$ cat config.mk
export PLATFORM = sky130hd
export DESIGN_NAME = alu_share_arbiter_flat
export DESIGN_NICKNAME = d
export VERILOG_FILES = /design/src/rtl/alu_share_pkg.sv /design/src/rtl/alu_share_arbiter_if.sv /design/src/rtl/alu_share_core.sv /design/src/rtl/alu_share_arbiter.sv /design/src/flat_wrapper.sv
export SDC_FILE = /design/constraint.sdc
export NUM_CORES = 1
export LEC_CHECK = 0
export ABC_AREA = 0
export BUFFER_PORTS_ARGS = -buffer_cell sky130_fd_sc_hd__buf_2
export CORE_UTILIZATION = 56
export DETAILED_ROUTE_END_ITERATION = 8
export PLACE_DENSITY_LB_ADDON = 0.25
export REMOVE_ABC_BUFFERS = 1
export SLEW_MARGIN = 20
export SYNTH_ARGS = -nofsm -noshare
export SYNTH_HDL_FRONTEND = slang
export SYNTH_SLANG_ARGS = --single-unit
$ cat constraint.sdc
create_clock -name clk -period 7.65 [get_ports clk]
set_input_delay 1.9125 -clock clk [delete_from_list [all_inputs] [get_ports clk]]
set_output_delay 1.9125 -clock clk [all_outputs]
set_load 0.03 [all_outputs]
$ cat src/rtl/alu_share_pkg.sv
// Shared definitions for the ALU-sharing arbiter slice.
//   OP_ADD/OP_AND/OP_XOR/OP_SUB : 2-bit ALU opcodes
//   state_e                     : sequencer states (IDLE, EXEC, RESP)
//   STAT_W                      : width of the optional statistics counters
package alu_share_pkg;

  typedef logic [1:0] op_t;

  localparam op_t OP_ADD = 2'b00;
  localparam op_t OP_AND = 2'b01;
  localparam op_t OP_XOR = 2'b10;
  localparam op_t OP_SUB = 2'b11;

  localparam int unsigned STAT_W = 16;

  typedef enum logic [1:0] {
    IDLE = 2'd0,
    EXEC = 2'd1,
    RESP = 2'd2
  } state_e;

endpackage

$ cat src/rtl/alu_share_arbiter_if.sv
// Request/response bundle for alu_share_arbiter.
//   req_valid/req_ready : per-requester handshake (NUM_REQ bits each)
//   req_a/req_b         : operands, requester i at [i*DATA_W +: DATA_W]
//   req_op              : opcodes, requester i at [i*2 +: 2]
//   rsp_valid/rsp_ready : result handshake
//   rsp_id/rsp_data/rsp_carry : tagged result
// master = requesters + consumer, slave = arbiter.
interface alu_share_arbiter_if #(
  parameter int unsigned NUM_REQ = 4,
  parameter int unsigned DATA_W  = 8,
  parameter int unsigned ID_W    = 2
);
  logic [NUM_REQ-1:0]        req_valid;
  logic [NUM_REQ-1:0]        req_ready;
  logic [NUM_REQ*DATA_W-1:0] req_a;
  logic [NUM_REQ*DATA_W-1:0] req_b;
  logic [NUM_REQ*2-1:0]      req_op;
  logic                      rsp_valid;
  logic                      rsp_ready;
  logic [ID_W-1:0]           rsp_id;
  logic [DATA_W-1:0]         rsp_data;
  logic                      rsp_carry;

  modport master (
    output req_valid, req_a, req_b, req_op, rsp_ready,
    input  req_ready, rsp_valid, rsp_id, rsp_data, rsp_carry
  );

  modport slave (
    input  req_valid, req_a, req_b, req_op, rsp_ready,
    output req_ready, rsp_valid, rsp_id, rsp_data, rsp_carry
  );
endinterface

$ cat src/rtl/alu_share_core.sv
// Purely combinational DATA_W-bit ALU shared by all requesters.
//   a_i, b_i : operands
//   op_i     : ADD / AND / XOR / SUB
//   data_o   : result (mod 2**DATA_W)
//   carry_o  : carry out for ADD, borrow for SUB, 0 for logic ops
module alu_share_core
  import alu_share_pkg::*;
#(
  parameter int unsigned DATA_W = 8
) (
  input  logic [DATA_W-1:0] a_i,
  input  logic [DATA_W-1:0] b_i,
  input  op_t               op_i,
  output logic [DATA_W-1:0] data_o,
  output logic              carry_o
);

  logic [DATA_W:0] wide;

  always_comb begin
    wide    = '0;
    data_o  = '0;
    carry_o = 1'b0;
    case (op_i)
      OP_ADD: begin
        wide    = {1'b0, a_i} + {1'b0, b_i};
        data_o  = wide[DATA_W-1:0];
        carry_o = wide[DATA_W];
      end
      OP_AND: data_o = a_i & b_i;
      OP_XOR: data_o = a_i ^ b_i;
      OP_SUB: begin
        // top bit of the zero-extended difference is the unsigned borrow
        wide    = {1'b0, a_i} - {1'b0, b_i};
        data_o  = wide[DATA_W-1:0];
        carry_o = wide[DATA_W];
      end
      default: data_o = '0;
    endcase
  end

endmodule

$ cat src/rtl/alu_share_arbiter.sv
// Round-robin arbiter/sequencer sharing one ALU among NUM_REQ requesters.
// Grant in IDLE, compute in EXEC, hold tagged result in RESP until accepted.
//   clk, rst  : clock (rising edge), asynchronous active-high reset
//   bus       : alu_share_arbiter_if.slave request/response bundle
//   busy      : high whenever not in IDLE
// Optional (macro ALU_SHARE_STATS_EN):
//   grant_cnt : saturating count of accepted requests
//   stall_cnt : saturating count of RESP cycles with rsp_ready low
module alu_share_arbiter
  import alu_share_pkg::*;
#(
  parameter int unsigned NUM_REQ = 4,
  parameter int unsigned DATA_W  = 8,
  parameter int unsigned ID_W    = 2
) (
  input  logic                clk,
  input  logic                rst,
  alu_share_arbiter_if.slave  bus,
  output logic                busy
`ifdef ALU_SHARE_STATS_EN
  ,
  output logic [STAT_W-1:0]   grant_cnt,
  output logic [STAT_W-1:0]   stall_cnt
`endif
);

  state_e            state_q, state_d;
  logic [ID_W-1:0]   rr_ptr_q, rr_ptr_d;
  logic [DATA_W-1:0] a_q, b_q;
  op_t               op_q;
  logic [ID_W-1:0]   id_q;
  logic [DATA_W-1:0] data_q;
  logic              carry_q;
  logic [ID_W-1:0]   rsp_id_q;

  logic              gnt_found;
  logic [ID_W-1:0]   gnt_idx;
  logic [ID_W-1:0]   rr_next;
  logic              accept;
  logic [DATA_W-1:0] a_sel, b_sel;
  op_t               op_sel;
  logic [DATA_W-1:0] alu_data;
  logic              alu_carry;

  // First valid requester at or above rr_ptr, wrapping modulo NUM_REQ.
  always_comb begin : rr_pick
    int unsigned        idx;
    logic [NUM_REQ-1:0] vld_rot;
    gnt_found = 1'b0;
    gnt_idx   = '0;
    idx       = 0;
    vld_rot   = '0;
    for (int unsigned k = 0; k < NUM_REQ; k++) begin
      idx = 32'(rr_ptr_q) + k;
      if (idx >= NUM_REQ) idx = idx - NUM_REQ;
      vld_rot = bus.req_valid >> idx;
      if (!gnt_found && vld_rot[0]) begin
        gnt_found = 1'b1;
        gnt_idx   = ID_W'(idx);
      end
    end
  end

  assign rr_next = (32'(gnt_idx) == NUM_REQ - 1) ? '0 : gnt_idx + 1'b1;

  assign a_sel  = DATA_W'(bus.req_a >> (32'(gnt_idx) * DATA_W));
  assign b_sel  = DATA_W'(bus.req_b >> (32'(gnt_idx) * DATA_W));
  assign op_sel = op_t'(bus.req_op >> (32'(gnt_idx) * 2));

  always_comb begin
    state_d       = state_q;
    rr_ptr_d      = rr_ptr_q;
    accept        = 1'b0;
    bus.req_ready = '0;
    bus.rsp_valid = 1'b0;
    case (state_q)
      IDLE: begin
        if (gnt_found) begin
          accept        = 1'b1;
          bus.req_ready = NUM_REQ'(1) << gnt_idx;
          rr_ptr_d      = rr_next;
          state_d       = EXEC;
        end
      end
      EXEC: state_d = RESP;
      RESP: begin
        bus.rsp_valid = 1'b1;
        if (bus.rsp_ready) state_d = IDLE;
      end
      default: state_d = IDLE;
    endcase
  end

  always_ff @(posedge clk or posedge rst) begin
    if (rst) begin
      state_q  <= IDLE;
      rr_ptr_q <= '0;
      a_q      <= '0;
      b_q      <= '0;
      op_q     <= OP_ADD;
      id_q     <= '0;
      data_q   <= '0;
      carry_q  <= 1'b0;
      rsp_id_q <= '0;
    end else begin
      state_q  <= state_d;
      rr_ptr_q <= rr_ptr_d;
      if (accept) begin
        a_q  <= a_sel;
        b_q  <= b_sel;
        op_q <= op_sel;
        id_q <= gnt_idx;
      end
      if (state_q == EXEC) begin
        data_q   <= alu_data;
        carry_q  <= alu_carry;
        rsp_id_q <= id_q;
      end
    end
  end

  alu_share_core #(
    .DATA_W (DATA_W)
  ) u_core (
    .a_i     (a_q),
    .b_i     (b_q),
    .op_i    (op_q),
    .data_o  (alu_data),
    .carry_o (alu_carry)
  );

  assign bus.rsp_id    = rsp_id_q;
  assign bus.rsp_data  = data_q;
  assign bus.rsp_carry = carry_q;
  assign busy          = (state_q != IDLE);

`ifdef ALU_SHARE_STATS_EN
  logic [STAT_W-1:0] grant_cnt_q, stall_cnt_q;

  always_ff @(posedge clk or posedge rst) begin
    if (rst) begin
      grant_cnt_q <= '0;
      stall_cnt_q <= '0;
    end else begin
      if (accept && grant_cnt_q != '1) grant_cnt_q <= grant_cnt_q + 1'b1;
      if (state_q == RESP && !bus.rsp_ready && stall_cnt_q != '1)
        stall_cnt_q <= stall_cnt_q + 1'b1;
    end
  end

  assign grant_cnt = grant_cnt_q;
  assign stall_cnt = stall_cnt_q;
`endif

endmodule
$ cat src/flat_wrapper.sv
// flat-port wrapper written by rule: the top's interface ports become plain ports
module alu_share_arbiter_flat import alu_share_pkg::*;
#(
  parameter int unsigned NUM_REQ = 4,
  parameter int unsigned DATA_W  = 8,
  parameter int unsigned ID_W    = 2
)
  (clk, rst, busy, bus_req_valid, bus_req_a, bus_req_b, bus_req_op, bus_rsp_ready, bus_req_ready, bus_rsp_valid, bus_rsp_id, bus_rsp_data, bus_rsp_carry);
  alu_share_arbiter_if #(.NUM_REQ(NUM_REQ), .DATA_W(DATA_W), .ID_W(ID_W)) bus_i ();
  input  logic clk;
  input  logic rst;
  output logic busy;
  input wire logic [$bits(bus_i.req_valid)-1:0] bus_req_valid;
  input wire logic [$bits(bus_i.req_a)-1:0] bus_req_a;
  input wire logic [$bits(bus_i.req_b)-1:0] bus_req_b;
  input wire logic [$bits(bus_i.req_op)-1:0] bus_req_op;
  input wire logic [$bits(bus_i.rsp_ready)-1:0] bus_rsp_ready;
  output wire logic [$bits(bus_i.req_ready)-1:0] bus_req_ready;
  output wire logic [$bits(bus_i.rsp_valid)-1:0] bus_rsp_valid;
  output wire logic [$bits(bus_i.rsp_id)-1:0] bus_rsp_id;
  output wire logic [$bits(bus_i.rsp_data)-1:0] bus_rsp_data;
  output wire logic [$bits(bus_i.rsp_carry)-1:0] bus_rsp_carry;
  assign bus_i.req_valid = bus_req_valid;
  assign bus_i.req_a = bus_req_a;
  assign bus_i.req_b = bus_req_b;
  assign bus_i.req_op = bus_req_op;
  assign bus_i.rsp_ready = bus_rsp_ready;
  assign bus_req_ready = bus_i.req_ready;
  assign bus_rsp_valid = bus_i.rsp_valid;
  assign bus_rsp_id = bus_i.rsp_id;
  assign bus_rsp_data = bus_i.rsp_data;
  assign bus_rsp_carry = bus_i.rsp_carry;
  alu_share_arbiter #(.NUM_REQ(NUM_REQ), .DATA_W(DATA_W), .ID_W(ID_W)) u_core (.clk(clk), .rst(rst), .bus(bus_i), .busy(busy));
endmodule
# ---- Word-level counts from Yosys, hierarchy flattened
# Index checks and enable logic that the tools add are counted.
dict set report classes {
  n_mux 23
  bitwise 2
  n_div 0
  n_mul 0
  n_lt_le_gt_ge 4
  n_eq_ne 8
  reduce_logical 11
  shift 8
  addsub 10
}
# op n
set ops {}
lappend ops {{2-to-1 mux 32 bit} 4}
lappend ops {{right shift 4 x 32 -> 1 bit} 4}
lappend ops {{greater-or-equal comparator 32 x 3 -> 1 bit (second input constant)} 3}
lappend ops {{subtractor 32 x 3 -> 32 bit (second input constant)} 3}
lappend ops {{right shift 32 x 5 -> 8 bit} 2}
lappend ops {{case mux 8 bit (4 select lines)} 1}
lappend ops {{2-to-1 mux 2 bit} 7}
lappend ops {{adder 8 x 8 -> 9 bit} 1}
lappend ops {{subtractor 8 x 8 -> 9 bit} 1}
lappend ops {{AND 8 bit} 1}
lappend ops {{== test 2 bit (second input constant)} 4}
lappend ops {{2-to-1 mux 4 bit} 2}
lappend ops {{right shift 8 x 3 -> 2 bit} 1}
lappend ops {{bitwise XOR 8 bit} 1}
lappend ops {{2-to-1 mux 1 bit} 7}
lappend ops {{adder 2 x 2 -> 3 bit (second input constant)} 2}
lappend ops {{case mux 2 bit (3 select lines)} 1}
lappend ops {{== test 2 x 1 -> 1 bit (second input constant)} 2}
lappend ops {{zero test 2 bit} 2}
lappend ops {{AND reduction 2 bit} 2}
lappend ops {{left shift 1 x 2 -> 4 bit (first input constant)} 1}
lappend ops {{subtractor 2 x 3 -> 4 bit (second input constant)} 1}
lappend ops {{adder 2 x 1 -> 3 bit (second input constant)} 1}
lappend ops {{greater-or-equal comparator 2 x 3 -> 1 bit (second input constant)} 1}
lappend ops {{7 further kinds} 11}
dict set report word_totals {
  inputBits 79
  memories 0
  ramBits 0
  out_inout_bits 17
  latch_bits 0
  register_bits 35
  elab_cells 75
  romBits 0
}

# ---- Longest topological paths before layout
dict set report logic_depth {
  depth_word 16
  depth_mapped 13
  mapped_depth_nobuf 11
}

# ---- Modules after synthesis
# A second synthesis with hierarchy kept.
dict set report hier_totals {
  cells_unflattened 597
  hier_area_um2 4625.7
}
# module seq_area_each_um2 cells_per_inst area_per_inst_um2 instances
set by_module_without_submodules {}
lappend by_module_without_submodules {alu_share_arbiter 875.8 462 3669.8 1}
lappend by_module_without_submodules {alu_share_core 0.0 135 955.9 1}

# ---- Worst setup path before layout
# No wires, ideal clock.
dict set report synth_path {
  kind {input port to output port}
  from {input port bus_req_valid[0]}
  to {output port bus_req_ready[1]}
  setup_slack_ns 2.209
  path_buffers 1
  arrival_time_ns 3.529
  t_required_ns 5.738
  stages 7
  path_cell_list {mux4_2 > a31oi_1 > a2bb2oi_2 > buf_2 > inv_1 > ha_1 > and2_1}
}
dict set report synth_between {
  elab_chain_len 14
  elab_cells_between_ends 21
  cone_classes {5 x shift; 10 x mux; 6 x reduce/logical}
}
# element line_no
set synth_lines {}
lappend synth_lines {{from (decl)} flat_wrapper.sv:13} ;# input wire logic [$bits(bus_i.req_valid)-1:0] bus_req_valid;
lappend synth_lines {{right shift 4 x 32 -> 1 bit} alu_share_arbiter.sv:56} ;# vld_rot = bus.req_valid >> idx;
lappend synth_lines {{2-to-1 mux 1 bit} alu_share_arbiter.sv:57} ;# if (!gnt_found && vld_rot[0]) begin
lappend synth_lines {{zero test 1 bit} alu_share_arbiter.sv:57}
lappend synth_lines {{logical AND 1 bit} alu_share_arbiter.sv:57}
lappend synth_lines {{2-to-1 mux 1 bit} alu_share_arbiter.sv:57}
lappend synth_lines {{zero test 1 bit} alu_share_arbiter.sv:57}
lappend synth_lines {{logical AND 1 bit} alu_share_arbiter.sv:57}
lappend synth_lines {{2-to-1 mux 1 bit} alu_share_arbiter.sv:57}
lappend synth_lines {{zero test 1 bit} alu_share_arbiter.sv:57}
lappend synth_lines {{logical AND 1 bit} alu_share_arbiter.sv:57}
lappend synth_lines {{2-to-1 mux 2 bit *} alu_share_arbiter.sv:57}
lappend synth_lines {{named net u_core.gnt_idx[0]} alu_share_arbiter.sv:37} ;# logic [ID_W-1:0] gnt_idx;
lappend synth_lines {{left shift 1 x 2 -> 4 bit *} alu_share_arbiter.sv:80} ;# bus.req_ready = NUM_REQ'(1) << gnt_idx;
lappend synth_lines {{2-to-1 mux 4 bit *} alu_share_arbiter.sv:78} ;# if (gnt_found) begin
lappend synth_lines {{2-to-1 mux 4 bit *} alu_share_arbiter.sv:76} ;# case (state_q)
lappend synth_lines {{to (decl)} flat_wrapper.sv:18} ;# output wire logic [$bits(bus_i.req_ready)-1:0] bus_req_ready;
# Mark *: on every way through the listed nets, which the timed path passes. The rest lies on a longest branch.

# ---- Final worst setup path
dict set report layout_path {
  from {input port bus_req_valid[3]}
  to {output port bus_req_ready[1]}
}
dict set report layout_between {
  elab_chain_len 14
  elab_cells_between_ends 21
  cone_classes {5 x shift; 10 x mux; 6 x reduce/logical}
}
# element line_no
set layout_lines {}
lappend layout_lines {{right shift 4 x 32 -> 1 bit} alu_share_arbiter.sv:56}
lappend layout_lines {{2-to-1 mux 1 bit} alu_share_arbiter.sv:57}
lappend layout_lines {{zero test 1 bit} alu_share_arbiter.sv:57}
lappend layout_lines {{logical AND 1 bit} alu_share_arbiter.sv:57}
lappend layout_lines {{2-to-1 mux 1 bit} alu_share_arbiter.sv:57}
lappend layout_lines {{zero test 1 bit} alu_share_arbiter.sv:57}
lappend layout_lines {{logical AND 1 bit} alu_share_arbiter.sv:57}
lappend layout_lines {{2-to-1 mux 1 bit} alu_share_arbiter.sv:57}
lappend layout_lines {{zero test 1 bit} alu_share_arbiter.sv:57}
lappend layout_lines {{logical AND 1 bit} alu_share_arbiter.sv:57}
lappend layout_lines {{2-to-1 mux 2 bit} alu_share_arbiter.sv:57}
lappend layout_lines {{left shift 1 x 2 -> 4 bit} alu_share_arbiter.sv:80}
lappend layout_lines {{2-to-1 mux 4 bit *} alu_share_arbiter.sv:78}
lappend layout_lines {{2-to-1 mux 4 bit *} alu_share_arbiter.sv:76}
# Every way passes the cells marked *; elsewhere a longest branch is shown, timed or not.

==> results.yml <==
outcome:
  status: "complete, no violations"
placed_design:
  dp_hpwl_um: 5558
  gp_congestion: 0.8240
  dp.cells: 488
  io_buffers: 95
  dp_slack_ps: 1876
worst_setup_path:
  r2r-start: "u_core.rr_ptr_q[0]"
  cp_data_required_time_ps: 5740
  r2r_slack_ps: 3870
  worstReg2RegEnd: "u_core.b_q[6]"
  startpoint_type: "primary input"
  worst_ep_arrival_time_ps: 3860
  worstSetupPathType: "in -> out"
  critPathCaptureType: "output pin"
  r2r_cells: 8
  worstPathMaxFanout: 20
die:
  fp.dieW_um: 76.43
  initial_core_util_pct: 59.59
  design.die.area_um2: 5841
  die_y_um: 76.43
  pin_count: 96
  num_rows: 26
  core_um2: 5205
cts:
  cts_hold_buf: 0
  htree_levels: 2
  cts_buffer_depth: 2
  cts-buffers-inserted: 5
  post_cts_resized: 0
  cts.sink_count: 35
  clk_pin_slew_ps: 70
  post_cts_buffers: 0
  cts-root-buf: "clkbuf_8"
  cts_tree: "yes"
  clk_latency_ps: 300
synth:
  synth_area_per_cell_um2: 9.043
  synth-simple-area-share_pct: 12.95
  synthXorXnorAreaFrac_pct: 0.8471
  synth_edf_count: 0
  synth.mux.area_fraction_pct: 14.08
  synth-adder-area-share_pct: 12.59
  synth_top_family_by_area: "compound AO/OA/AOI/OAI gates"
  synth_top_area_share_pct: 28.24
  synthFlopType: "dfrtp_1"
  synth_area_leaders: "dfrtp_1, mux2i_1, ha_1"
  synth_seq_cells: 35
  yosysSeqAreaShare_pct: 28.24
  syn_inst: 343
  synth.yosys.warnings: 0
  netlist_area_um2: 3102
  ys_types: 52
  yosysTopAreaCell: "dfrtp_1"
  synth_top_cells_by_count: "nand2_1, mux2i_1, dfrtp_1"
  async_reset_ff_share_pct: 100.0
  yosysMostFrequentCell: "nand2_1"
  synth_compound_area_share_pct: 23.15
final_layout:
  finalNetCount: 534
  fill_cells: 412
  areaGrowthSynthToFinish_pct: 17.75
  num_antenna_cells: 0
  final_cells: 496
  drive_above_1_share_pct: 29.34
sta:
  fmax_ghz: 0.1732
  period_minus_slack_ps: 5773
  worst_slack_ps: 1877
  hold_violations: 0
  slew_violations: 0
  worstMarginPinSlew_ps: 942.6
  period_share_pct: 75.46
  finalSetupViolCount: 0
  final.setup.tns_ps: 0
  rsz0062_at_grt: "no"
  skew_ps: 14.43
  slew_headroom_pct: 37.16
power_and_ir_drop:
  swShare_pct: 51.82
  p_per_area_nw_per_um2: 519.2
  clock_power_share_pct: 7.5
  seqPwrFrac_pct: 19.4
  leakage_nw: 1.864
  ir_worst_vdd_mv: 0.6218
  intPower_w: 0.0009136
  power.share.combinational_pct: 73.1
  power_switching_w: 0.0009825
  power_w: 0.001896
worst_hold_path:
  whs_endpoint: "u_core.bus.rsp_data[2]"
  min_from: "u_core.bus.rsp_data[2]"
  hold_path_class: "reg -> reg"
  holdPathStages: 2
route:
  drc: 0
  firstDrtPassIters: 4
  vias_per_cell: 5.718
  routed_wl_um: 7164
  drt_iter0_markers: 170
  vias: 2836
  drtAntennaViolNets: 0
  wl_per_cell_um: 14.44
global_route:
  gr-total-overflow: 0
  antenna_found_initial: 0
  track_usage_pct: 25.90
  grt_pass1_wl_um: 12300
  grt_pass1_vias: 2758
  grt_max_degree: 39
job:
  maxCapViolations: 0
## flip-flops by register name, indices dropped and copies added, names as in the netlist
| register | cells |
|---|---|
| u_core.id_q | 2 |
| u_core.op_q | 2 |
| u_core.b_q | 8 |
| u_core.state_q | 2 |
| u_core.rr_ptr_q | 2 |
| u_core.bus.rsp_data | 8 |
| u_core.bus.rsp_carry | 1 |
| u_core.a_q | 8 |
| u_core.bus.rsp_id | 2 |
## through the flow
step / instance area (um^2) / util, % / hold slack, ps
final: 3652 / 70.17 / 470.5
after global placement: 3558 / 68.37 / 445.5
after global routing: 3652 / 70.17 / 490.1
after floorplan: 2969 / - / 438.6
after CTS: 3652 / 70.17 / 477.8
after detailed placement: 3558 / 68.37 / 460.9
## metal layers
metal	track usage, %	vias to the layer above	routed length [um]
met3	4.311	12	354
met2	42.79	101	3455
li1	-	1390	-
met4	10.19	0	112
met1	33.69	1333	3242
met5	0	-	0
## power by group through the flow
stage	combinational (W)	sequential [W]	clock, W
2_1_floorplan	0.00104	0.000403	0
3_3_place_gp	0.00133	0.000366	0
3_5_place_dp	0.00137	0.000372	0
4_1_cts	0.00138	0.000369	0.000143
5_1_grt	0.00154	0.000385	0.000151
6_report	0.00139	0.000368	0.000142
## how the worst max path moves through the flow
stage,start,end,slack (ps),depth (start not counted)
6_report,bus_req_valid[3],bus_req_ready[1],1880,7
5_1_grt,bus_req_valid[3],bus_req_ready[0],1720,9
4_1_cts,bus_req_valid[3],bus_req_ready[2],1870,7
3_5_place_dp,bus_req_valid[3],bus_req_ready[2],1880,7
3_3_place_gp,bus_req_valid[3],bus_req_ready[2],1950,7
2_1_floorplan,bus_req_valid[0],bus_req_ready[1],930,6
## worst max-delay path: stages
cell and delay (ps):
buf_2 130, mux4_2 490, nor2b_1 200, a31o_2 430, inv_1 280, and2_1 240
buf_2 170
## cells in the final DEF, fill, tap and decap left out, types with 3 or more instances in the layout
cell | synthesis | routed
a211oi_1 | 4 | 4
a21oi_1 | 14 | 14
a22oi_1 | 3 | 3
a31oi_1 | 4 | 4
and2_1 | 4 | 4
buf_2 | 4 | 95
clkbuf_8 | 0 | 5
dfrtp_1 | 35 | 35
ha_1 | 28 | 28
inv_1 | 32 | 32
mux2i_1 | 38 | 38
nand2_1 | 47 | 47
nand2b_1 | 5 | 5
nand3_1 | 6 | 6
nor2_1 | 13 | 13
nor2b_1 | 4 | 4
o211ai_1 | 4 | 4
o21a_1 | 4 | 4
o21ai_0 | 17 | 17
o221ai_1 | 9 | 9
o221ai_2 | 10 | 10
xnor2_1 | 3 | 3
## cell type report
| class | count | area [um^2] | share of cell area, % |
|---|---|---|---|
| Clock inverter | 3 | 25.02 | 0.6852 |
| Tap cell | 70 | 87.58 | 2.398 |
| Clock buffer | 5 | 68.82 | 1.884 |
| Sequential cell | 35 | 875.8 | 23.98 |
| Inverter | 32 | 120.1 | 3.289 |
| Timing Repair Buffer | 97 | 490.5 | 13.43 |
| Multi-Input combinational cell | 254 | 1984 | 54.33 |
## logic make-up (layout without fill, tap and decap cells)
family / count (synthesis) / in the layout
simple gates: 89 / 89
compound gates: 91 / 91
mux: 41 / 41
flops: 35 / 35
fa+ha+maj: 30 / 30
xor+xnor: 3 / 3
buf+inv: 54 / 137
Note: power is estimated with default switching activity, not from simulation.
